<file path="src/rtl/adder_pkg.sv">
// adder_pkg: default geometry and the per-stage pipeline record for pipelined_adder_nbit.
package adder_pkg;
  localparam int DEF_WIDTH = 16;
  localparam int DEF_STAGES = 4;
  localparam int MAX_WIDTH = 256;
  typedef struct packed {
    logic valid;
    logic [MAX_WIDTH-1:0] a;
    logic [MAX_WIDTH-1:0] b;
    logic [MAX_WIDTH-1:0] sum;
    logic carry;
    logic ovf;
  } stage_t;
endpackage

</file>
<file path="src/rtl/adder_slice.sv">
// adder_slice: W-bit combinational ripple of full-adder cells with a carry-into-MSB tap.
module adder_slice #(
  parameter int W = 4
) (
  input  logic [W-1:0] a,
  input  logic [W-1:0] b,
  input  logic         ci,
  output logic [W-1:0] s,
  output logic         co,
  output logic         cmsb
);
  logic c;
  always_comb begin
    c = ci;
    cmsb = ci;
    s = '0;
    for (int i = 0; i < W; i++) begin
      cmsb = c;
      s[i] = a[i] ^ b[i] ^ c;
      c = (a[i] & b[i]) | (c & (a[i] ^ b[i]));
    end
    co = c;
  end
endmodule

</file>
<file path="src/rtl/pipelined_adder_nbit.sv">
// pipelined_adder_nbit: WIDTH-bit adder cut into STAGES carry-pipelined slices with valid/ready flow control.
// Define PIPE_ADDER_SUB_EN to add the Sub port (A - B via ~B and carry-in 1).
module pipelined_adder_nbit
  import adder_pkg::*;
#(
  parameter int WIDTH  = DEF_WIDTH,
  parameter int STAGES = DEF_STAGES
) (
  input  logic             clk,
  input  logic             rst,
  input  logic             in_valid,
  output logic             in_ready,
  input  logic [WIDTH-1:0] A,
  input  logic [WIDTH-1:0] B,
  input  logic             Cin,
`ifdef PIPE_ADDER_SUB_EN
  input  logic             Sub,
`endif
  output logic             out_valid,
  input  logic             out_ready,
  output logic [WIDTH-1:0] Sum,
  output logic             Cout,
  output logic             Ovf
);
  localparam int SLICE = WIDTH / STAGES;
  if (WIDTH < 1 || STAGES < 1 || STAGES > WIDTH || WIDTH % STAGES != 0 || WIDTH > MAX_WIDTH) begin : g_bad_cfg
    $error("pipelined_adder_nbit: illegal WIDTH/STAGES combination");
  end
  logic [WIDTH-1:0] bx;
  logic c0, stall, unused_last;
  stage_t head, last;
`ifdef PIPE_ADDER_SUB_EN
  assign bx = Sub ? ~B : B;
  assign c0 = Sub | Cin;
`else
  assign bx = B;
  assign c0 = Cin;
`endif
  assign stall = last.valid & ~out_ready;
  assign in_ready = ~stall;
  always_comb begin
    head = '0;
    head.valid = in_valid;
    head.a = MAX_WIDTH'(A);
    head.b = MAX_WIDTH'(bx);
    head.carry = c0;
  end
  for (genvar k = 0; k < STAGES; k++) begin : g_stage
    stage_t src, nx, q;
    logic [SLICE-1:0] s;
    logic co, cm;
    if (k == 0) begin : g_head
      assign src = head;
    end else begin : g_link
      assign src = g_stage[k-1].q;
    end
    adder_slice #(.W(SLICE)) u_slice (
      .a   (src.a[k*SLICE +: SLICE]),
      .b   (src.b[k*SLICE +: SLICE]),
      .ci  (src.carry),
      .s   (s),
      .co  (co),
      .cmsb(cm)
    );
    // Only the last stage's ovf is observed; earlier ones are overwritten downstream.
    always_comb begin
      nx = src;
      nx.sum[k*SLICE +: SLICE] = s;
      nx.carry = co;
      nx.ovf = co ^ cm;
    end
    always_ff @(posedge clk or posedge rst) begin
      if (rst) q <= '0;
      else if (!stall) q <= nx;
    end
  end
  assign last = g_stage[STAGES-1].q;
  assign out_valid = last.valid;
  assign Sum = last.sum[WIDTH-1:0];
  assign Cout = last.carry;
  assign Ovf = last.ovf;
  assign unused_last = ^{last.a, last.b, last.sum};
endmodule

</file>
<file path="config.mk">
export PLATFORM = sky130hd
export DESIGN_NAME = pipelined_adder_nbit
export DESIGN_NICKNAME = d
export VERILOG_FILES = /design/src/rtl/adder_pkg.sv /design/src/rtl/adder_slice.sv /design/src/rtl/pipelined_adder_nbit.sv
export SDC_FILE = /design/constraint.sdc
export NUM_CORES = 1
export LEC_CHECK = 0
export ABC_AREA = 1
export BUFFER_PORTS_ARGS = -buffer_cell sky130_fd_sc_hd__buf_2
export CORE_ASPECT_RATIO = 1.75
export CORE_MARGIN = 3
export CORE_UTILIZATION = 40
export DETAILED_ROUTE_END_ITERATION = 16
export PLACE_DENSITY = 0.67
export SYNTH_ARGS = -nofsm -noshare
export SYNTH_HDL_FRONTEND = slang
export SYNTH_HIERARCHICAL = 1
export SYNTH_SLANG_ARGS = --single-unit
</file>
<file path="constraint.sdc">
create_clock -name clk -period 3.25 [get_ports clk]
set_clock_uncertainty 0.2 [all_clocks]
set_input_delay 0.4875 -clock clk [delete_from_list [all_inputs] [get_ports clk]]
set_output_delay 0.4875 -clock clk [all_outputs]
set_load 0.05 [all_outputs]
</file>
==> out/results.txt <==
The flow ran to the end, and the final reports show no timing, DRC or antenna violations. Path class of the lowest-slack min-delay path: in2async. The final routed DRC violation total is 0, and the multiplexer area fraction after synthesis is 0%.

The fraction of the mapped netlist area in simple logic gates came out at 17.3%. After synthesis, flip-flops and latches occupy 59.5% of the total area. The number of antenna violations at the first check in global routing was 0. The logs give 68 for the pin count of the biggest net entering global routing and 97 for the number of sinks on the clock net. The number of setup buffers added after CTS was 0; the arithmetic-cell share of the synthesized area counting full adders, half adders and majority gates was 7.86%.

Once layout is complete, the utilization of the core stands at 48.4%. The floorplan step set the die height to 140 µm. The cell count after synthesis is 436, and the filler cell count in the final layout is 969. Of all nets on the critical path, the largest fanout is 3. For the total wire length, the log shows 6860 µm. TritonCTS built the clock tree. After synthesis, the largest family of logic cells by area is simple AND/OR/NAND/NOR gates. The worst setup path is launched from a register. The worst path meets setup with 874 ps of slack.

The run gives 101 ps as the final worst hold slack. The most used routing layer in global routing was met2. At the pin with the least slew margin, the transition time is 803 ps. The number of antenna-violating nets in the routed design is 0.

The number of nets in the synthesized netlist is 489. The synthesized design contains 97 register bits. The run gives 12 as the distinct cell type count of the synthesized netlist. The die area is 11,500 µm². Once the clock tree was built, the resizer swapped 0 gates to a different size. The later pin in the worst-skew pair is clocked with a latency of 340 ps.

Counting along the longest clock path gives a buffer depth of 2. The required time at the worst-slack endpoint is 3280 ps. The DRC violation total after the first TritonRoute iteration was 136; the routability congestion estimate from global placement was 0.766.

The met1 routing resource usage after global routing is 16.7%. After detailed routing, the number of vias per cell comes to 4.47. The wire length of the first global-routing pass is 11,700 µm, and the port buffer count is 56. Floorplan row count: 48. The type of element capturing the critical path is a register. Yosys printed 6 warnings. The routed layout has 2,759 vias. Compared with the post-synthesis result, the final layout area differs by 17.6%. Cells with a size suffix above 1 make up 16.3% of the layout. Timing would allow up to 0.421 GHz. TritonCTS created 9 clock buffers.

After floorplanning, the core was sized to cover 9910 µm². The synthesized cell area was 4080 µm². The total I/O pin count is 57, and the total negative setup slack is 0 ps. Detailed placement finished with a half-perimeter wire length of 4550 µm. For this design the ratio of total power to cell area is 1020 nW/µm².

The count of max-cap constraint violations is 0, and the minimum clock period is 2380 ps. Clock-pin slew on the worst setup and hold paths: 60 ps. The logs give 0 for the final antenna diode count and 0 for the count of final setup violators.

The pre-CTS setup slack is 757 ps. The cell sitting at the root of the clock tree is a sky130_fd_sc_hd__clkbuf_16. Number of global-route vias before repair: 2,710.

Setup repair after global routing left no endpoint under its margin. Fraction of met2 tracks used by global routing: 20.9%. The placed standard-cell area came out at 4450 µm². For this run, global-route usage on met3 was measured as 3.24%. The global-route usage over all layers was 13.3%. Initial standard-cell utilization of the core: 41.1%. The run gives 427 µV as the worst ir drop on vdd. The logs give 2.58 nW for the total leakage power and 0 for the hold violation total from the final report. After routing the design area is 4790 µm².

The setup path with the least slack is of type reg2reg. The count of TritonRoute iterations in the first routing pass is 4. The hold buffer count at CTS was 0; the final clock period utilization by the worst path was 73.1%.

The synthesized netlist devotes 0% of its cell area to XOR and XNOR gates. The maximum level of the CTS H-tree was 3; the die span in x was 82.3 µm. The net count reported at finish came out at 540.

The tools report the remaining global-route overflow as 0. A synthesized cell averages 9.35 µm². In this run the tightest slew margin relative to its limit is 46.5%. The run gives 2400 ps as the worst endpoint data arrival time. The final count of pins violating max slew is 0, and the average wire per cell in the routed design is 11.1 µm. The share of the synthesized area in compound gates (AO/OA/AOI/OAI) was 6.63%.
## worst max-delay path: stages, from the launching register on
cell and delay, ps:
sky130_fd_sc_hd__dfrtp_1 380, sky130_fd_sc_hd__fa_1 190, sky130_fd_sc_hd__inv_1 50, sky130_fd_sc_hd__fa_1 410, sky130_fd_sc_hd__fa_1 380, sky130_fd_sc_hd__inv_1 110
sky130_fd_sc_hd__fa_1 420, sky130_fd_sc_hd__nand2_1 70, sky130_fd_sc_hd__nand2_1 50
## final timing paths
path                                    from                end  slack, ps  cells past startpoint
hold / removal                           rst  g_stage[0].q[271]        100                      2
hold reg to reg            g_stage[2].q[770]          out_valid        250                      2
setup reg to reg           g_stage[2].q[526]            Sum[15]        870                      8
min in group clk                       A[11]  g_stage[0].q[525]        150                      3
max in group asynchronous                rst  g_stage[0].q[265]       2020                      3
setup / recovery           g_stage[2].q[526]            Sum[15]        870                      8
## logic make-up (layout without fill, tap and decap cells)
group           after synthesis  in the layout
simple gates                185            185
compound gates               54             54
flops                        97             97
buf+inv                      84            140
fa+ha+maj                    16             16
## synth_stat cells, drive strengths merged
master,instances,area [µm²]
nor2,1,11.3
buf,15,95.1
o21ai,54,270
clkbuf,5,18.8
inv,64,240
fa,16,320
dfrtp,97,2430
nand2,183,689
nand3,1,5.00
## layer usage
metal	up-vias	part of all wire, %
met2	39	50
met5	-	0
met4	0	2.3
met1	1314	43
li1	1395	-
met3	11	4.0
## sequential cells by signal, summed over array words and instances (netlist names)
name,cells
out_valid,1
Sum,16
Cout,1
g_stage.q,78
Ovf,1
## layout make-up
class                           instances  area, µm²  area share [%]
Inverter                               64        243            5.06
Multi-Input combinational cell        255       1300            27.1
Sequential cell                        97       2430            50.6
Timing Repair Buffer                   60        323            6.73
Tap cell                              125        156            3.26
Clock buffer                           10        239            4.98
Clock inverter                          6        105            2.19
## stage by stage
| stage | total power, mW | cells |
|---|---|---|
| finish | 4.89 | 617 |
| global route | 5.30 | 617 |
| CTS | 4.99 | 617 |
| detailed placement | 3.75 | 601 |
| global placement | 3.69 | 601 |
| floorplan | 3.36 | 436 |
## report_power, final
part	internal [mW]	total [mW]	leakage [nW]	switching (mW)
Sequential	1.73	1.98	1.18	0.251
Clock	0.768	1.19	0.172	0.425
Combinational	0.531	1.72	1.23	1.19
Total	3.03	4.89	2.58	1.86
## layout by cell type (no fill, tap or decap)
master	count
sky130_fd_sc_hd__nand2_1	182
sky130_fd_sc_hd__dfrtp_1	97
sky130_fd_sc_hd__inv_1	62
sky130_fd_sc_hd__buf_2	56
sky130_fd_sc_hd__o21ai_0	54
sky130_fd_sc_hd__fa_1	16
sky130_fd_sc_hd__clkbuf_16	9
sky130_fd_sc_hd__bufinv_16	3
sky130_fd_sc_hd__clkinv_2	3
sky130_fd_sc_hd__buf_4	3
sky130_fd_sc_hd__inv_2	1
sky130_fd_sc_hd__nor2_4	1
sky130_fd_sc_hd__nand2_4	1
sky130_fd_sc_hd__inv_4	1
sky130_fd_sc_hd__nand3_1	1
sky130_fd_sc_hd__clkbuf_8	1
sky130_fd_sc_hd__buf_12	1
No activity file was read; power rests on OpenSTA's default activity.
